## src/rtl/operand_fetch.sv

```systemverilog
// Operand-fetch stage: 32-entry register file, two read ports (or reg + sign-extended imm),
// one write-back port, and a single-entry valid/ready output register feeding the ALU.
// Optional same-cycle write-through bypass: define OPERAND_FETCH_BYPASS_EN.
module operand_fetch #(
    parameter int tamOp = 32,
    parameter int NREG  = 32
) (
    input  logic             clk,
    input  logic             rst_n,
    input  logic             in_valid,
    output logic             in_ready,
    input  logic [4:0]       ra,
    input  logic [4:0]       rb,
    input  logic [15:0]      imm,
    input  logic             use_imm,
    input  logic [4:0]       shift_in,
    input  logic [5:0]       funct_in,
    input  logic             wb_en,
    input  logic [4:0]       wb_addr,
    input  logic [tamOp-1:0] wb_data,
    output logic             out_valid,
    input  logic             out_ready,
    output logic [tamOp-1:0] a,
    output logic [tamOp-1:0] b,
    output logic [4:0]       shift,
    output logic [5:0]       funct
);

    logic [tamOp-1:0] rf_q [NREG];
    logic [NREG-1:0]  we;

    logic             out_valid_q;
    logic [tamOp-1:0] a_q, a_d;
    logic [tamOp-1:0] b_q, b_d;
    logic [4:0]       shift_q;
    logic [5:0]       funct_q;
    logic             accept;

    // Entry 0 never has its write enable raised, so it stays at its reset value of 0.
    genvar i;
    generate
        for (i = 0; i < NREG; i++) begin : g_rf
            assign we[i] = (i != 0) && wb_en && (wb_addr == 5'(i));

            always_ff @(posedge clk or negedge rst_n) begin
                if (!rst_n)
                    rf_q[i] <= '0;
                else if (we[i])
                    rf_q[i] <= wb_data;
            end
        end
    endgenerate

    function automatic logic [tamOp-1:0] rd(input logic [4:0] x);
        logic [tamOp-1:0] v;
        v = '0;
        if (x != 5'd0 && 32'(x) < NREG) begin
            v = rf_q[x];
`ifdef OPERAND_FETCH_BYPASS_EN
            if (wb_en && wb_addr == x)
                v = wb_data;
`endif
        end
        return v;
    endfunction

    assign in_ready = !out_valid_q || out_ready;
    assign accept   = in_valid && in_ready;

    always_comb begin
        a_d = rd(ra);
        b_d = use_imm ? {{(tamOp-16){imm[15]}}, imm} : rd(rb);
    end

    // Operands are a snapshot taken at accept; later write-backs never touch a held entry.
    always_ff @(posedge clk or negedge rst_n) begin
        if (!rst_n) begin
            out_valid_q <= 1'b0;
            a_q         <= '0;
            b_q         <= '0;
            shift_q     <= '0;
            funct_q     <= '0;
        end else if (accept) begin
            out_valid_q <= 1'b1;
            a_q         <= a_d;
            b_q         <= b_d;
            shift_q     <= shift_in;
            funct_q     <= funct_in;
        end else if (out_ready) begin
            out_valid_q <= 1'b0;
        end
    end

    assign out_valid = out_valid_q;
    assign a         = a_q;
    assign b         = b_q;
    assign shift     = shift_q;
    assign funct     = funct_q;

endmodule

```

## config.mk

```make
export PLATFORM = sky130hd
export DESIGN_NAME = operand_fetch
export DESIGN_NICKNAME = d
export VERILOG_FILES = /design/src/rtl/operand_fetch.sv
export SDC_FILE = /design/constraint.sdc
export NUM_CORES = 2
export LEC_CHECK = 0
export BUFFER_PORTS_ARGS = -buffer_cell sky130_fd_sc_hd__buf_4
export CAP_MARGIN = 20
export CORE_MARGIN = 2
export CORE_UTILIZATION = 60
export DETAILED_ROUTE_END_ITERATION = 16
export GPL_ROUTABILITY_DRIVEN = 0
export PLACE_DENSITY = 0.77
export SLEW_MARGIN = 25
export SYNTH_ARGS = -nofsm -noshare
export SYNTH_HDL_FRONTEND = slang
export SYNTH_SLANG_ARGS = --single-unit
```

## constraint.sdc

```tcl
create_clock -name clk -period 1.94 [get_ports clk]
set_input_delay 0.097 -clock clk [delete_from_list [all_inputs] [get_ports clk]]
set_output_delay 0.097 -clock clk [all_outputs]
set_load 0.02 [all_outputs]
```

# Word-level counts from Yosys, hierarchy flattened
# Cells that the tools add are included.
# classes
muxes	11
bitwise_logic	2
shift	0
reduce_logical	37
n_div	0
mul	0
eq_ne	31
n_addsub	0
order_cmp	2
# op_table
operator	count
$bmux 32 s5	2
$mux 32	7
$eq 5x5->1 const B	16
$eq 5x4->1 const B	8
$logic_and 1x1->1	32
$eq 5x3->1 const B	4
$ge 6x6->1 const B	2
$not 5->6	2
$eq 5x2->1 const B	2
$reduce_bool 5->1	2
$eq 5x1->1 const B	1
$mux 1	2
$reduce_bool 2->1	1
$logic_not 1->1	1
$logic_or 1x1->1	1
# word_totals
mem_bits_rw	0
latch_bits	0
romBits	0
elab_cells	119
input_bits	80
n_memories	0
regBits	1068

# Logic depth before layout (Yosys ltp)
# depth
depth_word	6
mapped_depth	10
mapped_depth_nobuf	5

# Worst setup path before layout
# OpenSTA, ideal clock, no wires.
# synth_timing
kind	reg-to-reg
from	register out_valid_q, in the netlist out_valid
to	register funct_q[0], in the netlist funct[0]
required_time_ps	1875
slack_ps	79
path_stages_with_launch	9
arrival_ps	1796
path_buffers	4
path_cell_list	dfrtp_1 > nand2b_1 > buf_2 > and2_1 > clkbuf_1 > clkbuf_1 > buf_1 > nand2_1 > nand2_1
# synth_between
elab_chain_len	3
# synth_rtl
element	line	rtl
start: declaration	32	logic out_valid_q;
start signal: assignment	78	out_valid_q <= 1'b0;
start signal: assignment	84	out_valid_q <= 1'b1;
start signal: assignment	90	out_valid_q <= 1'b0;
$logic_not 1->1	67	assign in_ready = !out_valid_q || out_ready;
$logic_or 1x1->1	67	
named net in_ready	11	output logic in_ready,
$logic_and 1x1->1	68	assign accept = in_valid && in_ready;
end signal: assignment	88	funct_q <= funct_in;
end: declaration	36	logic [5:0] funct_q;
# The timed path passes the listed nets, and every way through them passes these cells.
# A chain may end at the register's enable or synchronous reset.

# Final worst setup path
# layout_timing
from	register out_valid_q, in the netlist out_valid
to	register a_q[28], in the netlist a[28]
# layout_between
elab_chain_len	3
# layout_rtl
element	line	rtl
$logic_not 1->1	67	
$logic_or 1x1->1	67	
$logic_and 1x1->1	68	
end signal: assignment	79	a_q <= '0;
end signal: assignment	85	a_q <= a_d;
end: declaration	33	logic [tamOp-1:0] a_q, a_d;
# Every way passes these cells.

==> flow_summary.yaml <==
clock_network:
  cts_buffers: 111
  clkSinkCount: 1068
  root_buffer: "clkbuf_16"
  htreeDepth: 3
  cts_setup_buffers: 0
  clk_latency_ps: 700
  cts.clk_slew.worst_paths_ps: 60
  ctsLongestPathBuffers: 3
  cts_tree: "built"
yosys:
  synth_warnings: 0
  synthesis.nets: 3938
  async_flop_share_pct: 100.0
  yosys.cell_types.count: 55
  synth_seq_area_share_pct: 48.00
  synth_edf_count: 0
  synth_seq_cells: 1068
  synth_cells: 3858
  synth.avg_cell_area_um2: 14.43
  synth_area_mm2: 0.05568
  ys.flop_type: "dfrtp_1"
global_routing:
  grt_max_degree: 100
  grt_pass1_wl_mm: 267.3
  grt_pass1_vias: 40540
  grt_util_all_layers_pct: 38.24
  grt_antenna_before_repair: 8
  overflow: 0
sta:
  worst_slew_pin_slew_ps: 754.3
  hold_viol: 0
  finClkSkew_ps: 17.91
  drv_slew: 0
  hold_slack_ps: 83.93
  setup_ws_ps: -40.21
  clock.fmax_mhz: 505.0
  setup_viol: 5
  slew_headroom_pct: 48.41
  min_period_ps: 1980
  rsz0062_at_grt: "yes"
  finalCritPeriodShare_pct: 102.1
layout:
  layout-drive-gt1-share_pct: 50.71
  final_common_cell: "dfrtp_1"
  nets: 4210
  post-route-util_pct: 71.14
  fill_cells: 5843
  area_growth_pct: 17.30
  register_area_mm2: 0.02673
  multiInputGateArea_mm2: 0.02714
  final_cell_mix: "dfrtp_1 (1068), mux2_2 (1006), buf_4 (385)"
hold_path:
  min_path_type: "primary input to register"
  min_from: "use_imm"
  holdPathEnd: "b[26]$_DFFE_PN0P_"
  hold_depth: 4
die:
  dieArea_mm2: 0.09525
  io-pin-count: 157
  die_w_um: 308.6
  die_h_um: 308.6
  rows: 111
  coreArea_mm2: 0.09180
  start_util_pct: 60.65
setup_path:
  reg2reg_to: "a[28]$_DFFE_PN0P_"
  r2r-start: "out_valid$_DFFE_PN0P_"
  max_stage_delay_ps: 420
  crit_path_end_kind: "register"
  crit_path_start_kind: "register"
  cp_max_fo: 12
  arrival_ps: 2610
  required_ps: 2570
  critical_path_class: "register to register"
  reg2reg_setup_slack_ps: -40
  cp_slowest_cell: "nor3_1"
  r2r_cells: 6
  cpMostUsedCell: "buf_4"
  crit_chain: "nand2b_1, buf_4, nand4b_1, buf_4, nor3_1, a211o_1"
power_and_ir_drop:
  power_w: 0.06689
  peakVddDrop_uv: 757.7
  powerDensity_mw_per_mm2: 1024
  power_leakage_nw: 28.89
placed_design:
  port-buffer-count: 156
  dp_hpwl_mm: 115.2
routing:
  drt.antenna.violating_nets: 0
  drc: 0
  drt_wl_total_mm: 180.5
  wire_per_inst_um: 32.97
  avgViaCountPerCell: 7.249
  dr.pass1.iters: 6
  dr_total_vias: 39700
  drtIter0Drc: 4751
run:
  max_cap_viol_count: 0
status:
  status: "complete, but fails checks"
  violations: "setup timing"
[flip-flops by register name, indices dropped and copies added (netlist names)]
| name | cells |
|---|---|
| shift | 5 |
| rf_q | 992 |
| b | 32 |
| out_valid | 1 |
| funct | 6 |
| a | 32 |
[cells in the mapped netlist, drive strengths merged, types with 4 or more instances]
cell type,instances,area share [%]
o2bb2ai,5,0.079
o211a,6,0.11
a211oi,12,0.16
mux2,1022,21
mux4,361,15
a2111oi,32,0.50
a21oi,74,0.67
a211o,32,0.50
nor2b,13,0.15
a21boi,4,0.054
nand2,65,0.44
dfrtp,1068,48
or3,4,0.045
mux2i,230,4.1
and3,12,0.13
a31oi,5,0.056
a221oi,47,0.78
o211ai,18,0.24
o22ai,79,0.89
buf,222,2.5
a221o,13,0.23
nand4,4,0.045
nand3,32,0.29
nor3b,4,0.063
a22oi,133,1.8
nor3,37,0.33
o21ai,16,0.14
nand2b,10,0.12
clkbuf,191,1.3
nand4b,5,0.079
nor2,78,0.53
[kinds of logic (layout without fill, tap and decap cells)]
| logic type | after synthesis | in the layout | share of synthesized area [%] |
|---|---|---|---|
| mux | 1613 | 1613 | 39.47 |
| flops | 1068 | 1068 | 48.00 |
| other cells | 0 | 9 | 0 |
| buf+inv | 416 | 782 | 3.796 |
| simple gates | 278 | 278 | 2.387 |
| compound gates | 483 | 483 | 6.346 |
[layout make-up]
class	instances	area share, %
Clock buffer	161	5.037
Multi-Input combinational cell	2374	41.56
Tap cell	1243	2.381
Sequential cell	1068	40.92
Inverter	3	0.01724
Timing Repair Buffer	572	9.131
Clock inverter	46	0.9139
Antenna cell	9	0.03449
[repair_timing]
item	in CTS	in global routing
resized for setup	7	11
setup endpoints to repair	6	12
cloned	0	0
endpoints found under the hold margin	2090	0
hold buffers	63	0
[through the flow]
stage / area (um2) / cells / worst slack (ps) / setup TNS [ps]
floorplan: 55680 / 3858 / 79.22 / 0
global placement: 60700 / 5197 / -323.8 / -4049
detailed placement: 60700 / 5197 / -289.1 / -4485
CTS: 65250 / 5467 / 9.290 / 0
global route: 65290 / 5469 / -14.33 / -18.54
finish: 65310 / 5476 / -40.21 / -99.04
[power by group]
part	internal [W]	total [W]	switching [W]
clock network	0.0135	0.0226	0.00919
logic	0.00810	0.0139	0.00581
registers	0.0266	0.0303	0.00369
total	0.0482	0.0669	0.0187
[per-layer routing]
metal  part of all wire (%)  GRT usage (%)  routed length [um]
met2                     44          55.76               80190
met5                  0.061         0.6067                 111
met3                     12          12.20               21990
met4                    5.1          18.42                9230
met1                     38          52.34               69010
[worst max path at each step]
stage | endpoint | startpoint | slack (ps)
2_1_floorplan | funct[0]$_DFFE_PN0P_ | out_valid$_DFFE_PN0P_ | 80
3_3_place_gp | b[6]$_DFFE_PN0P_ | rb[0] | -320
3_5_place_dp | b[6]$_DFFE_PN0P_ | rb[0] | -290
4_1_cts | a[16]$_DFFE_PN0P_ | out_valid$_DFFE_PN0P_ | 9
5_1_grt | a[10]$_DFFE_PN0P_ | out_valid$_DFFE_PN0P_ | -10
6_report | a[28]$_DFFE_PN0P_ | out_valid$_DFFE_PN0P_ | -40
[worst max-delay path: cells and delay by family, from the launching register on]
family,cells,cell delay [ps]
compound gates,1,160
buf+inv,2,490
simple gates,3,840
flops,1,380
(Power assumes the default switching activity.)
